[src/rtl/sum_accum5.sv]
// ---------------------------------------------------------------------------
// sum_accum5
//   Collects blocks of N signed 5-bit samples (from the 5-bit signed adder's
//   sum) and presents, once per block, their exact signed total together with
//   the block's signed maximum and minimum sample.
//
// Ports
//   clk        rising-edge clock for all state
//   rst        asynchronous, active-high reset
//   sum_in     5-bit signed sample
//   in_valid   sum_in carries a sample this cycle
//   in_ready   block accepts a sample this cycle (1 in ACCUM, 0 in HOLD)
//   acc_out    8-bit signed total of the last completed block
//   max_out    signed maximum sample of the last completed block
//   min_out    signed minimum sample of the last completed block
//   out_valid  block result is presented
//   out_ready  consumer takes the result this cycle
//   state      current FSM state (0 = ACCUM, 1 = HOLD), for observation only
//
// Handshakes (both sides): a transfer happens on a rising clk edge where
// valid=1 and ready=1 are both high; nothing else moves data. A producer's
// valid while ready=0 is ignored, and out_ready is ignored while out_valid=0.
// ---------------------------------------------------------------------------
module sum_accum5 #(
    parameter int N = 8  // samples per block, legal range 2..8
) (
    input  logic              clk,
    input  logic              rst,
    input  logic signed [4:0] sum_in,
    input  logic              in_valid,
    output logic              in_ready,
    output logic signed [7:0] acc_out,
    output logic signed [4:0] max_out,
    output logic signed [4:0] min_out,
    output logic              out_valid,
    input  logic              out_ready,
    output logic              state
);

    localparam logic [0:0] ACCUM = 1'b0;
    localparam logic [0:0] HOLD  = 1'b1;

    localparam logic [3:0] LAST = 4'(N - 1);

    logic [0:0]        state_q;
    logic signed [7:0] acc;
    logic [3:0]        cnt;
    logic signed [4:0] run_max;
    logic signed [4:0] run_min;

    logic              xfer;
    logic              first;
    logic              last;
    logic signed [7:0] acc_next;
    logic signed [4:0] max_next;
    logic signed [4:0] min_next;

    // Moore output: ready depends on state only, never on in_valid.
    assign in_ready = (state_q == ACCUM);
    assign state    = state_q[0];
    assign xfer     = in_valid && in_ready;

    always_comb begin
        first    = (cnt == 4'd0);
        last     = (cnt == LAST);
        // 8 bits hold N*(-16) .. N*15 for N<=8, so the sum never wraps.
        acc_next = acc + {{3{sum_in[4]}}, sum_in};
        // The first sample of a block seeds max/min directly so the reset
        // value 0 never leaks into a block's result. Ties keep the old value.
        max_next = run_max;
        min_next = run_min;
        if (first) begin
            max_next = sum_in;
            min_next = sum_in;
        end else begin
            if (sum_in > run_max) max_next = sum_in;
            if (sum_in < run_min) min_next = sum_in;
        end
    end

    always_ff @(posedge clk or posedge rst) begin
        if (rst) begin
            state_q   <= ACCUM;
            acc       <= '0;
            cnt       <= '0;
            run_max   <= '0;
            run_min   <= '0;
            acc_out   <= '0;
            max_out   <= '0;
            min_out   <= '0;
            out_valid <= 1'b0;
        end else begin
            case (state_q)
                ACCUM: begin
                    if (xfer) begin
                        if (last) begin
                            // Result registers straight from the next-value
                            // logic, so out_valid rises one clock after the
                            // final transfer edge.
                            acc_out   <= acc_next;
                            max_out   <= max_next;
                            min_out   <= min_next;
                            out_valid <= 1'b1;
                            acc       <= '0;
                            cnt       <= '0;
                            run_max   <= max_next;
                            run_min   <= min_next;
                            state_q   <= HOLD;
                        end else begin
                            acc     <= acc_next;
                            cnt     <= cnt + 4'd1;
                            run_max <= max_next;
                            run_min <= min_next;
                        end
                    end
                end
                HOLD: begin
                    // Data outputs keep their values after the handshake
                    // until the next block completes.
                    if (out_valid && out_ready) begin
                        out_valid <= 1'b0;
                        state_q   <= ACCUM;
                    end
                end
                default: state_q <= ACCUM;
            endcase
        end
    end

endmodule

[config.mk]
export PLATFORM = sky130hd
export DESIGN_NAME = sum_accum5
export DESIGN_NICKNAME = d
export VERILOG_FILES = /design/src/rtl/sum_accum5.sv
export SDC_FILE = /design/constraint.sdc
export NUM_CORES = 1
export LEC_CHECK = 0
export ABC_CLOCK_PERIOD_IN_PS = 3700
export CAP_MARGIN = 20
export CORE_MARGIN = 2
export CORE_UTILIZATION = 45
export DETAILED_ROUTE_END_ITERATION = 16
export HOLD_SLACK_MARGIN = 0.02
export PLACE_DENSITY = 0.65
export REMOVE_ABC_BUFFERS = 1
export SETUP_SLACK_MARGIN = 0.15
export SLEW_MARGIN = 10
export SYNTH_ARGS = -nofsm -noshare
export SYNTH_HDL_FRONTEND = slang
export SYNTH_SLANG_ARGS = --single-unit
[constraint.sdc]
create_clock -name clk -period 3.7 [get_ports clk]
set_input_delay 0.37 -clock clk [delete_from_list [all_inputs] [get_ports clk]]
set_output_delay 0.37 -clock clk [all_outputs]
set_load 0.02 [all_outputs]
==> results.tsv <==
metric	value	unit
fin_crit_sh	0.673	
wl_per_cell	14.0	um
cp_max_fo	8	
chipHeight	76.3	um
drc_errors	0	
powerDensity	911	nW/um^2
num_vias	1774	
die_area	5820	um^2
grt.total_usage	0.184	
seq_area_frac_synth	0.447	
yosys.area_share.xor_xnor	0.0261	
grt_pass1_wl	8.54	mm
synth_edf_count	0	
synthArstFlopShare	1.00	
power_frac_comb	0.541	
grt_max_degree	23	
setup_viol	0	
clk_path_buf_depth	2	
die_x	76.3	um
vias_per_cell	5.23	
syn_area	2350	um^2
hpwl	3.47	mm
status	finished clean	
sequentialPowerShare	0.321	
synthSimpleGateAreaFrac	0.135	
pin_count	30	
cp.required	3.88	ns
nNetsFinal	296	
initial_core_util	0.464	
yosysUniqueCellTypes	42	
dr.pass1.iters	4	
swShare	0.402	
antenna_left	0	
final_common_cell	dfrtp_1	
power_switching	1.04	mW
synth_compound_area_frac	0.176	
place_inst	331	
arrival	2.67	ns
vdd_ir_drop_max	372	uV
cts_tree	built	
reg2regPathDepth	7	
tightest_slew	0.838	ns
dp_slack	0.875	ns
cts_setup_buffers	0	
synth_adder_area_share	0.104	
fin_worst_skew	0.00561	ns
drive_gt1_frac	0.0706	
clockRootBuffer	clkbuf_8	
intPower	1.55	mW
cts-buffers-inserted	5	
clkPwrFrac	0.139	
crit_type	input port to flip-flop	
final_cell_mix	dfrtp_1, nand2_1, clkdlybuf4s50_1	
ys_ff_latch	42	
grt_overflow	0	
worst_slack	1.21	ns
num_rows	26	
clock_sinks	42	
clk-insertion-delay-late	0.30	ns
hp-class	flip-flop to flip-flop	
ys.warnings.count	0	
avgSynthCellArea	10.1	um^2
antenna_found_initial	0	
min_period	2.49	ns
cp-end-kind	flip-flop	
hold_path_depth	2	
worstSetupStartpointType	input port	
drv_slew	0	
power	2.59	mW
portBuffers	29	
htree_levels	2	
whs	0.482	ns
area_delta_synth_final	21.0	%
synthCells	233	
muxShareOfSynthArea	0.0782	
gp_congestion	0.825	
design.core.area	5070	um^2
maxCapViolations	0	
fmax	402	MHz
placed_area	2740	um^2
cellLeakagePower	1.34	nW
ctsResizeCount	0	
synth_top_family_by_area	compound AO/OA/AOI/OAI gates	
finalSetupTns	0	ns
clk_pin_slew	0.07	ns
final_core_util	0.561	
drtIter0Drc	131	
rsz0062_at_grt	no	
n_antenna_cell	0	
finalInstanceArea	2850	um^2
cts_hold_buf	0	
grt_pass1_vias	1846	
totalWireLength	4.74	mm
finalHoldViolations	0	
yosys_most_used_dff	dfrtp_1	
slew_headroom	0.441	
final_cells	339	
[layer usage]
metal,share of wire,GRT usage
met1,0.47,0.234
met3,0.033,0.0403
met5,0,0
met2,0.48,0.306
met4,0.020,0.0745
[cells in the mapped netlist (4+ instances only)]
| master | n | area [um^2] |
|---|---|---|
| nand2_1 | 40 | 150 |
| a21oi_1 | 8 | 40.0 |
| mux2_1 | 9 | 101 |
| a31oi_1 | 4 | 25.0 |
| nor2_1 | 11 | 41.3 |
| dfrtp_1 | 42 | 1050 |
| or3_1 | 5 | 31.3 |
| clkbuf_1 | 4 | 15.0 |
| inv_1 | 16 | 60.1 |
| o21ai_0 | 10 | 50.1 |
| ha_1 | 18 | 225 |
| o21ai_1 | 10 | 50.1 |
| mux2i_1 | 6 | 60.1 |
| xnor2_1 | 6 | 52.6 |
| a21o_1 | 4 | 30.0 |
[final timing paths]
kind / startpoint / to / slack [ns]
max in group asynchronous: rst / acc[2]$_DFFE_PP0P_ / 2.37
min in group asynchronous: rst / acc_out[5]$_DFFE_PP0P_ / 0.54
worst max register to register: run_max[2]$_DFFE_PP0P_ / run_max[0]$_DFFE_PP0P_ / 1.54
worst min register to register: acc_out[1]$_DFFE_PP0P_ / acc_out[1]$_DFFE_PP0P_ / 0.48
worst max-delay path: sum_in[1] / run_max[0]$_DFFE_PP0P_ / 1.21
worst min-delay path: acc_out[1]$_DFFE_PP0P_ / acc_out[1]$_DFFE_PP0P_ / 0.48
[sequential cells by signal (all words and copies together), names as in the netlist]
| register | flops |
|---|---|
| acc | 8 |
| acc_out | 8 |
| cnt | 4 |
| max_out | 5 |
| min_out | 5 |
| out_valid | 1 |
| run_max | 5 |
| run_min | 5 |
| state | 1 |
[power groups by stage]
stage / Combinational, mW / Sequential (mW) / Clock [mW]
finish: 1.40 / 0.831 / 0.360
global route: 1.56 / 0.869 / 0.390
CTS: 1.42 / 0.835 / 0.366
detailed placement: 1.41 / 0.841 / 0
global placement: 1.39 / 0.834 / 0
floorplan: 0.866 / 0.945 / 0
[critical path: stages]
cell             delay, ns
clkdlybuf4s50_1       0.68
ha_1                  0.31
and4b_1               0.21
a2111oi_2             0.37
o21ai_2               0.21
nand2_2               0.18
mux2_1                0.34
[cells by family after synthesis]
group	after synthesis
flip-flops	42
buffers and inverters	21
XOR/XNOR	7
multiplexers	17
AO/OA/AOI/OAI	58
adder cells (fa/ha/maj)	19
AND/OR/NAND/NOR	69
[cell type report]
| cell class | instances | area, um^2 |
|---|---|---|
| sequential | 42 | 1050 |
| tap | 70 | 87.6 |
| timing repair buffer | 33 | 320 |
| clock buffer | 7 | 76.3 |
| fill | 480 | 2230 |
| multi-input combinational | 170 | 1220 |
| clock inverter | 1 | 30.0 |
| inverter | 16 | 60.1 |
Note: power is estimated with default switching activity, not from simulation.
